**config.mk**
```make
export PLATFORM = sky130hd
export DESIGN_NAME = epb_master_flat
export DESIGN_NICKNAME = d
export VERILOG_FILES = /design/src/rtl/epb_master_if.sv /design/src/rtl/epb_master.sv /design/src/flat_wrapper.sv
export SDC_FILE = /design/constraint.sdc
export NUM_CORES = 1
export LEC_CHECK = 0
export CORE_UTILIZATION = 45
export CTS_BUF_LIST = sky130_fd_sc_hd__clkbuf_8 sky130_fd_sc_hd__clkbuf_16
export DETAILED_ROUTE_END_ITERATION = 10
export HOLD_SLACK_MARGIN = 0.03
export PLACE_DENSITY = 0.84
export SLEW_MARGIN = 5
export SYNTH_ARGS = -nofsm -noshare
export SYNTH_HDL_FRONTEND = slang
export SYNTH_SLANG_ARGS = --single-unit
```
**constraint.sdc**
```tcl
create_clock -name epb_clk -period 3.2 [get_ports epb_clk]
set_input_delay 0.32 -clock epb_clk [delete_from_list [all_inputs] [get_ports epb_clk]]
set_output_delay 0.32 -clock epb_clk [all_outputs]
set_load 0.02 [all_outputs]
```
**src/rtl/epb_master_if.sv**
```systemverilog
// EPB initiator bundle: request/response side plus the EPB pins.
// The master modport is the epb_master view; slave is the requester/bus-model view.
interface epb_master_if;
   logic        req_valid;
   logic        req_ready;
   logic        req_wr;
   logic [22:0] req_addr;
   logic [5:0]  req_addr_gp;
   logic [1:0]  req_be;
   logic [15:0] req_wdata;
   logic        rsp_valid;
   logic [15:0] rsp_rdata;
   logic        rsp_timeout;
   logic        epb_cs_n;
   logic        epb_oe_n;
   logic        epb_r_w_n;
   logic [1:0]  epb_be_n;
   logic [22:0] epb_addr;
   logic [5:0]  epb_addr_gp;
   logic [15:0] epb_data_out;
   logic        epb_data_oe_n;
   logic [15:0] epb_data_in;
   logic        epb_rdy;
   logic [2:0]  state_dbg;

   modport master (
      input  req_valid, req_wr, req_addr, req_addr_gp, req_be, req_wdata,
      input  epb_data_in, epb_rdy,
      output req_ready, rsp_valid, rsp_rdata, rsp_timeout,
      output epb_cs_n, epb_oe_n, epb_r_w_n, epb_be_n, epb_addr, epb_addr_gp,
      output epb_data_out, epb_data_oe_n, state_dbg
   );

   modport slave (
      output req_valid, req_wr, req_addr, req_addr_gp, req_be, req_wdata,
      output epb_data_in, epb_rdy,
      input  req_ready, rsp_valid, rsp_rdata, rsp_timeout,
      input  epb_cs_n, epb_oe_n, epb_r_w_n, epb_be_n, epb_addr, epb_addr_gp,
      input  epb_data_out, epb_data_oe_n, state_dbg
   );
endinterface

```
**src/rtl/epb_master.sv**
```systemverilog
// EPB initiator: turns one outstanding request into an EPB read/write cycle
// with setup/strobe/hold sequencing, rdy wait and timeout.
module epb_master #(
   parameter int SETUP_CYCLES   = 1,
   parameter int HOLD_CYCLES    = 1,
   parameter int TIMEOUT_CYCLES = 255
) (
   input  logic         epb_clk,
   input  logic         epb_rst_n,
   epb_master_if.master bus
);
   // Handshake: a request transfers on a rising edge where req_valid && req_ready;
   // rsp_valid is a single-cycle pulse with no back-pressure.

   generate
      if (SETUP_CYCLES < 1 || SETUP_CYCLES > 15 || HOLD_CYCLES < 1 || HOLD_CYCLES > 15 ||
          TIMEOUT_CYCLES < 1 || TIMEOUT_CYCLES > 65535) begin : g_bad_param
         $error("epb_master: SETUP/HOLD/TIMEOUT parameter out of range");
      end
   endgenerate

   localparam logic [15:0] SETUP_LOAD   = 16'(SETUP_CYCLES - 1);
   localparam logic [15:0] HOLD_LOAD    = 16'(HOLD_CYCLES - 1);
   localparam logic [15:0] TIMEOUT_LOAD = 16'(TIMEOUT_CYCLES);

   typedef enum logic [2:0] {
      S_IDLE   = 3'd0,
      S_SETUP  = 3'd1,
      S_STROBE = 3'd2,
      S_HOLD   = 3'd3,
      S_RESP   = 3'd4
   } state_t;

   state_t      r_state;
   logic [15:0] r_cnt;
   logic        r_wr;
   logic        r_timeout;
   logic [15:0] r_rdata;
   logic        r_req_ready;
   logic        r_rsp_valid;
   logic [15:0] r_rsp_rdata;
   logic        r_rsp_timeout;
   logic        r_cs_n;
   logic        r_oe_n;
   logic        r_r_w_n;
   logic [1:0]  r_be_n;
   logic [22:0] r_addr;
   logic [5:0]  r_addr_gp;
   logic [15:0] r_data_out;
   logic        r_data_oe_n;

   // One counter serves setup, timeout and hold since they never overlap.
   always_ff @(posedge epb_clk or negedge epb_rst_n) begin
      if (!epb_rst_n) begin
         r_state       <= S_IDLE;
         r_cnt         <= '0;
         r_wr          <= 1'b0;
         r_timeout     <= 1'b0;
         r_rdata       <= '0;
         r_req_ready   <= 1'b0;
         r_rsp_valid   <= 1'b0;
         r_rsp_rdata   <= '0;
         r_rsp_timeout <= 1'b0;
         r_cs_n        <= 1'b1;
         r_oe_n        <= 1'b1;
         r_r_w_n       <= 1'b1;
         r_be_n        <= 2'b11;
         r_addr        <= '0;
         r_addr_gp     <= '0;
         r_data_out    <= '0;
         r_data_oe_n   <= 1'b1;
      end else begin
         case (r_state)
            S_IDLE: begin
               r_req_ready <= 1'b1;
               if (bus.req_valid && r_req_ready) begin
                  r_req_ready <= 1'b0;
                  r_wr        <= bus.req_wr;
                  r_timeout   <= 1'b0;
                  r_addr      <= bus.req_addr;
                  r_addr_gp   <= bus.req_addr_gp;
                  r_be_n      <= ~bus.req_be;
                  r_r_w_n     <= ~bus.req_wr;
                  if (bus.req_wr) begin
                     r_data_out  <= bus.req_wdata;
                     r_data_oe_n <= 1'b0;
                  end
                  r_cnt   <= SETUP_LOAD;
                  r_state <= S_SETUP;
               end
            end
            S_SETUP: begin
               if (r_cnt == 16'd0) begin
                  r_cs_n  <= 1'b0;
                  r_oe_n  <= r_wr;
                  r_cnt   <= TIMEOUT_LOAD;
                  r_state <= S_STROBE;
               end else begin
                  r_cnt <= r_cnt - 16'd1;
               end
            end
            S_STROBE: begin
               if (bus.epb_rdy || r_cnt == 16'd1) begin
                  if (bus.epb_rdy && !r_wr) r_rdata <= bus.epb_data_in;
                  r_timeout <= !bus.epb_rdy;
                  r_cs_n    <= 1'b1;
                  r_oe_n    <= 1'b1;
                  r_cnt     <= HOLD_LOAD;
                  r_state   <= S_HOLD;
               end else begin
                  r_cnt <= r_cnt - 16'd1;
               end
            end
            S_HOLD: begin
               if (r_cnt == 16'd0) begin
                  r_data_oe_n   <= 1'b1;
                  r_r_w_n       <= 1'b1;
                  r_be_n        <= 2'b11;
                  r_rsp_valid   <= 1'b1;
                  r_rsp_rdata   <= (!r_wr && !r_timeout) ? r_rdata : 16'd0;
                  r_rsp_timeout <= r_timeout;
                  r_state       <= S_RESP;
               end else begin
                  r_cnt <= r_cnt - 16'd1;
               end
            end
            S_RESP: begin
               r_rsp_valid   <= 1'b0;
               r_rsp_rdata   <= '0;
               r_rsp_timeout <= 1'b0;
               r_req_ready   <= 1'b1;
               r_state       <= S_IDLE;
            end
            default: r_state <= S_IDLE;
         endcase
      end
   end

   assign bus.req_ready     = r_req_ready;
   assign bus.rsp_valid     = r_rsp_valid;
   assign bus.rsp_rdata     = r_rsp_rdata;
   assign bus.rsp_timeout   = r_rsp_timeout;
   assign bus.epb_cs_n      = r_cs_n;
   assign bus.epb_oe_n      = r_oe_n;
   assign bus.epb_r_w_n     = r_r_w_n;
   assign bus.epb_be_n      = r_be_n;
   assign bus.epb_addr      = r_addr;
   assign bus.epb_addr_gp   = r_addr_gp;
   assign bus.epb_data_out  = r_data_out;
   assign bus.epb_data_oe_n = r_data_oe_n;
   assign bus.state_dbg     = r_state;
endmodule

```
**src/flat_wrapper.sv**
```systemverilog
// flat-port wrapper written by rule: the top's interface ports become plain ports
module epb_master_flat 
#(
   parameter int SETUP_CYCLES   = 1,
   parameter int HOLD_CYCLES    = 1,
   parameter int TIMEOUT_CYCLES = 255
)
  (epb_clk, epb_rst_n, bus_req_valid, bus_req_wr, bus_req_addr, bus_req_addr_gp, bus_req_be, bus_req_wdata, bus_epb_data_in, bus_epb_rdy, bus_req_ready, bus_rsp_valid, bus_rsp_rdata, bus_rsp_timeout, bus_epb_cs_n, bus_epb_oe_n, bus_epb_r_w_n, bus_epb_be_n, bus_epb_addr, bus_epb_addr_gp, bus_epb_data_out, bus_epb_data_oe_n, bus_state_dbg);
  epb_master_if bus_i ();
  input  logic epb_clk;
  input  logic epb_rst_n;
  input wire logic [$bits(bus_i.req_valid)-1:0] bus_req_valid;
  input wire logic [$bits(bus_i.req_wr)-1:0] bus_req_wr;
  input wire logic [$bits(bus_i.req_addr)-1:0] bus_req_addr;
  input wire logic [$bits(bus_i.req_addr_gp)-1:0] bus_req_addr_gp;
  input wire logic [$bits(bus_i.req_be)-1:0] bus_req_be;
  input wire logic [$bits(bus_i.req_wdata)-1:0] bus_req_wdata;
  input wire logic [$bits(bus_i.epb_data_in)-1:0] bus_epb_data_in;
  input wire logic [$bits(bus_i.epb_rdy)-1:0] bus_epb_rdy;
  output wire logic [$bits(bus_i.req_ready)-1:0] bus_req_ready;
  output wire logic [$bits(bus_i.rsp_valid)-1:0] bus_rsp_valid;
  output wire logic [$bits(bus_i.rsp_rdata)-1:0] bus_rsp_rdata;
  output wire logic [$bits(bus_i.rsp_timeout)-1:0] bus_rsp_timeout;
  output wire logic [$bits(bus_i.epb_cs_n)-1:0] bus_epb_cs_n;
  output wire logic [$bits(bus_i.epb_oe_n)-1:0] bus_epb_oe_n;
  output wire logic [$bits(bus_i.epb_r_w_n)-1:0] bus_epb_r_w_n;
  output wire logic [$bits(bus_i.epb_be_n)-1:0] bus_epb_be_n;
  output wire logic [$bits(bus_i.epb_addr)-1:0] bus_epb_addr;
  output wire logic [$bits(bus_i.epb_addr_gp)-1:0] bus_epb_addr_gp;
  output wire logic [$bits(bus_i.epb_data_out)-1:0] bus_epb_data_out;
  output wire logic [$bits(bus_i.epb_data_oe_n)-1:0] bus_epb_data_oe_n;
  output wire logic [$bits(bus_i.state_dbg)-1:0] bus_state_dbg;
  assign bus_i.req_valid = bus_req_valid;
  assign bus_i.req_wr = bus_req_wr;
  assign bus_i.req_addr = bus_req_addr;
  assign bus_i.req_addr_gp = bus_req_addr_gp;
  assign bus_i.req_be = bus_req_be;
  assign bus_i.req_wdata = bus_req_wdata;
  assign bus_i.epb_data_in = bus_epb_data_in;
  assign bus_i.epb_rdy = bus_epb_rdy;
  assign bus_req_ready = bus_i.req_ready;
  assign bus_rsp_valid = bus_i.rsp_valid;
  assign bus_rsp_rdata = bus_i.rsp_rdata;
  assign bus_rsp_timeout = bus_i.rsp_timeout;
  assign bus_epb_cs_n = bus_i.epb_cs_n;
  assign bus_epb_oe_n = bus_i.epb_oe_n;
  assign bus_epb_r_w_n = bus_i.epb_r_w_n;
  assign bus_epb_be_n = bus_i.epb_be_n;
  assign bus_epb_addr = bus_i.epb_addr;
  assign bus_epb_addr_gp = bus_i.epb_addr_gp;
  assign bus_epb_data_out = bus_i.epb_data_out;
  assign bus_epb_data_oe_n = bus_i.epb_data_oe_n;
  assign bus_state_dbg = bus_i.state_dbg;
  epb_master #(.SETUP_CYCLES(SETUP_CYCLES), .HOLD_CYCLES(HOLD_CYCLES), .TIMEOUT_CYCLES(TIMEOUT_CYCLES)) u_core (.epb_clk(epb_clk), .epb_rst_n(epb_rst_n), .bus(bus_i));
endmodule
```
After elaboration in Yosys (flattened, before gate mapping)
Cells that the tools add are included.
Storage, ports and cells
  register bits: 107
  bits of input ports: 68
  output and inout bits: 73
  word-level logic and storage cells: 91
Cells by class
  $add $sub $neg: 1
  equality and inequality tests: 11
  mux-type cells: 35
  bitwise gates (word level): 2
  reduce and logical (&&, ||, !) cells: 25
Operator list (number)
  16-bit two-way mux: 6
  16-bit one-hot mux with 4 select lines: 1
  16-bit one-hot mux with 2 select lines: 1
  3-bit AND reduction: 6
  16-bit by 1-bit equality test with 1-bit output, second input constant: 1
  16-bit zero test: 1
  1-bit one-hot mux with 2 select lines: 8
  16-bit by 1-bit subtractor with 16-bit output, second input constant: 1
  3-bit two-way mux: 4
  3-bit one-hot mux with 4 select lines: 1
  1-bit two-way mux: 11
  2-bit nonzero test: 5
  2-bit by 1-bit inequality test with 1-bit output, second input constant: 4
  4-bit AND reduction: 2
  3-bit by 2-bit equality test with 1-bit output, second input constant: 2
  2-bit two-way mux: 2
  2-bit inequality test, second input constant: 2
  2-bit one-hot mux with 2 select lines: 1
  2-bit AND reduction: 2
  4-bit nonzero test: 1
  3-bit by 1-bit equality test with 1-bit output, second input constant: 1
  3-bit equality test, second input constant: 1
  1-bit logical AND: 3
  1-bit zero test: 3
  other kinds (4): 4

Longest topological paths before layout
  depth in word-level cells: 5
  gate-level depth with buffers: 8
  gate-level depth less buffers: 7

Worst setup path after synthesis
OpenSTA, ideal clock, no wires.
  path type: register to register
  start: reg u_core.r_state[0] (netlist: u_core.bus.state_dbg[0])
  end: reg u_core.r_data_out[10] (netlist: u_core.bus.epb_data_out[10])
  library setup time: 125 ps
  arrival: 2300 ps
  required time: 3075 ps
  path slack: 776 ps
  cell stages (with the launch flop): 6
  path buffers: 2
  period minus slack after synthesis: 2424 ps
  cell sequence: dfrtp_1 > clkbuf_1 > nor4_2 > nand2_1 > clkbuf_1 > mux2_2
On the way
  word-level cells in the longest chain between the ends: 2
RTL lines
  start: declaration: RTL line epb_master.sv:34  | state_t r_state;
  start signal: assignment: RTL line epb_master.sv:55  | r_state <= S_IDLE;
  start signal: assignment: RTL line epb_master.sv:89  | r_state <= S_SETUP;
  start signal: assignment: RTL line epb_master.sv:97  | r_state <= S_STROBE;
  3-bit zero test: RTL line epb_master.sv:73  | case (r_state)
  3-bit AND reduction (no line)
  end signal: assignment: RTL line epb_master.sv:85  | r_data_out <= bus.req_wdata;
  end: declaration: RTL line epb_master.sv:49  | logic [15:0] r_data_out;
No other way between the ends.
A chain may end at the register's enable or synchronous reset.

Worst setup path after layout
  start: reg u_core.r_cnt[6]
  end: reg u_core.r_rsp_rdata[9] (netlist: u_core.bus.rsp_rdata[9])
On the way
  word-level cells in the longest chain between the ends: 3
RTL lines
  start: declaration: RTL line epb_master.sv:35  | logic [15:0] r_cnt;
  start signal: assignment: RTL line epb_master.sv:99  | r_cnt <= r_cnt - 16'd1;
  start signal: assignment: RTL line epb_master.sv:111  | r_cnt <= r_cnt - 16'd1;
  start signal: assignment: RTL line epb_master.sv:124  | r_cnt <= r_cnt - 16'd1;
  16-bit zero test: RTL line epb_master.sv:115  | if (r_cnt == 16'd0) begin
  2-bit by 1-bit inequality test with 1-bit output (no line)
  2-bit AND reduction (no line)
  end signal: assignment: RTL line epb_master.sv:120  | r_rsp_rdata <= (!r_wr && !r_timeout) ? r_rdata : 16'd0;
  end: declaration: RTL line epb_master.sv:41  | logic [15:0] r_rsp_rdata;
No other way between the ends.

==> results.json <==
{
  "synth_compound_area_share_pct": 10.6,
  "worst_pin_slew_ns": 1.18,
  "fp.dieW_um": 102,
  "seq_area_frac_synth_pct": 59.9,
  "rsz0062_at_grt": "false",
  "nNetsFinal": 552,
  "p_total_mw": 5.97,
  "clock_skew_ns": 0.00993,
  "yosysTopAreaCellShare_pct": 56.4,
  "avgViaCountPerCell": 5.44,
  "antenna_found_initial": 0,
  "synth_fa_ha_area_share_pct": 0.837,
  "p_comb_share_pct": 46.1,
  "synth-simple-area-share_pct": 10.3,
  "syn_area_sq_mm": 0.00448,
  "power_switching_mw": 2.24,
  "place_ws_ns": 0.562,
  "critical_path_class": "flip-flop to flip-flop",
  "cts_tree": "yes",
  "initial_core_util_pct": 46.1,
  "drive_gt1_share_pct": 20.8,
  "worst-path-max-fanout": 15,
  "grt_max_degree": 88,
  "synth_xor_xnor_area_share_pct": 0.977,
  "synth_top_family_by_area": "multiplexers",
  "ant_nets": 0,
  "hold_buffers": 0,
  "power.density_mw_per_mm2": 962,
  "cp-end-kind": "flip-flop",
  "path_clk_slew_ns": 0.10,
  "swShare_pct": 37.6,
  "clk_path_buf_depth": 2,
  "synthesis.area_per_instance_sq_um": 13.0,
  "drv_slew": 0,
  "start_kind": "flip-flop",
  "ys.flop_type": "dfrtp_1",
  "final_core_util_pct": 63.8,
  "layout_commonest_cell": "clkdlybuf4s50_1",
  "routed_wl_um": 10900,
  "relSlewSlack_pct": 21.5,
  "dieArea_sq_mm": 0.0104,
  "async_flop_share_pct": 100,
  "cts_max_level": 3,
  "synth-seq-cells": 107,
  "grt_pass1_vias": 3611,
  "fin_hold_ws_ns": 0.140,
  "p_seq_share_pct": 40.2,
  "ys_types": 54,
  "synthesis.nets": 415,
  "internal_power_mw": 3.73,
  "final-setup-viol-count": 0,
  "hold_viol_final": 0,
  "period_needed_ns": 2.68,
  "wl_per_cell_um": 17.6,
  "drt_iter0_markers": 191,
  "status": "complete, no violations",
  "fp.dieH_um": 102,
  "clock_sinks": 107,
  "post_cts_buffers": 0,
  "arrival_ns": 2.94,
  "cts_resized": 0,
  "yosysWarnings": 0,
  "vias": 3368,
  "yosys-top-cells-area": "dfrtp_1 56%, mux2_2 15%, dfstp_2 3.5%",
  "clk_latency_ns": 0.37,
  "drv_cap": 0,
  "layout_common_cells": "139 x clkdlybuf4s50_1, 101 x dfrtp_1, 61 x mux2_2",
  "fmax_mhz": 373,
  "fill_cells": 741,
  "area_growth_pct": 38.4,
  "clockPowerShare_pct": 13.7,
  "synth_edf_count": 0,
  "diodes": 0,
  "crit_required_ns": 3.46,
  "design.core.area_sq_mm": 0.00973,
  "drcViolationCount": 0,
  "synthMuxAreaShare_pct": 15.3,
  "cts_buffers": 9,
  "setup_ws_ns": 0.522,
  "gp_congestion": 0.891,
  "grt_pass1_wl_um": 17400,
  "irDropWorstVdd_mv": 0.622,
  "synth_largest_area_cell": "dfrtp_1",
  "rrSetupSlack_ns": 0.52,
  "p_leak_nw": 2.67,
  "overflow": 0,
  "synthCells": 344,
  "pin_count": 141,
  "grt_usage_pct": 22.2,
  "dr.pass1.iters": 4,
  "dp_hpwl_um": 7870,
  "numPortBuffers": 140,
  "setup_tns_ns": 0,
  "rows": 36,
  "hold_path.class": "primary input to asynchronous set/reset pin",
  "cts_root_buf": "clkbuf_8",
  "min_period_over_period_pct": 83.7
}
==> synth_stat cells, types with 4 or more instances <==
cell type / number
nand3_1: 4
nor2_1: 15
xor2_1: 4
dfrtp_1: 101
dfstp_2: 6
o31ai_1: 5
nand2_1: 22
o21ai_0: 7
clkbuf_1: 13
inv_1: 4
a21oi_1: 13
nor3_1: 9
mux2_2: 61
a22o_1: 18
or3_1: 5
or4_1: 5
==> stage by stage <==
step	cells	cell area, sq um
5_1_grt	619	6210
3_5_place_dp	603	6010
6_report	619	6210
3_3_place_gp	603	6010
2_1_floorplan	344	4480
4_1_cts	619	6210
==> critical path, cell delays in order (launching register included) <==
cell and delay [ns]:
dfrtp_1 0.43, or4_1 0.68, or4_4 0.64, nor2_4 0.20, a21oi_1 0.25, a22o_1 0.37
==> sequential cells by signal (all words and copies together) (netlist names), 2 cells and up <==
name / cells
u_core.bus.epb_addr: 23
u_core.bus.epb_addr_gp: 6
u_core.bus.epb_be_n: 2
u_core.bus.epb_data_out: 16
u_core.bus.rsp_rdata: 16
u_core.bus.state_dbg: 3
u_core.r_cnt: 16
u_core.r_rdata: 16
==> power by group through the flow <==
stage	combinational (mW)	clock (mW)	sequential [mW]
after detailed placement	2.74	0	2.42
after global placement	2.67	0	2.37
after floorplan	1.14	0	2.78
after global routing	2.95	0.882	2.48
after CTS	2.77	0.838	2.40
final	2.75	0.817	2.40
==> cells by family after synthesis <==
family,Yosys count
DFF,107
muxes,61
AOI/OAI and AO/OA,63
buffers and inverters,22
adders and majority gates,3
xor gates and xnor gates,5
and+or+nand+nor,83
==> metal layers <==
metal | share of wire, % | track usage (%) | vias to the layer above
met3 | 9.7 | 8.21 | 24
met1 | 37 | 25.7 | 1674
met5 | 0 | 0 | -
met2 | 50 | 36.3 | 145
li1 | - | - | 1525
met4 | 2.4 | 11.8 | 0
==> final timing paths <==
check,start,end,cells past startpoint
setup reg to reg,u_core.r_cnt[6],u_core.bus.rsp_rdata[9],5
hold / removal,epb_rst_n,u_core.r_cnt[7],1
max in group asynchronous,epb_rst_n,u_core.bus.epb_addr_gp[1],2
min in group epb_clk,bus_req_be[0],u_core.bus.epb_be_n[0],2
setup / recovery,u_core.r_cnt[6],u_core.bus.rsp_rdata[9],5
hold reg to reg,u_core.bus.epb_data_oe_n,u_core.bus.epb_data_oe_n,2
==> layout make-up <==
type | count | area (sq um) | share of cell area, %
clock buffer | 9 | 124 | 2.00
clock inverter | 7 | 68.8 | 1.11
inverter | 4 | 15.0 | 0.242
multi-input combinational | 215 | 1720 | 27.7
sequential | 107 | 2690 | 43.3
tap | 133 | 166 | 2.68
timing repair buffer | 144 | 1430 | 23.0
Note: power is estimated with default switching activity, not from simulation.
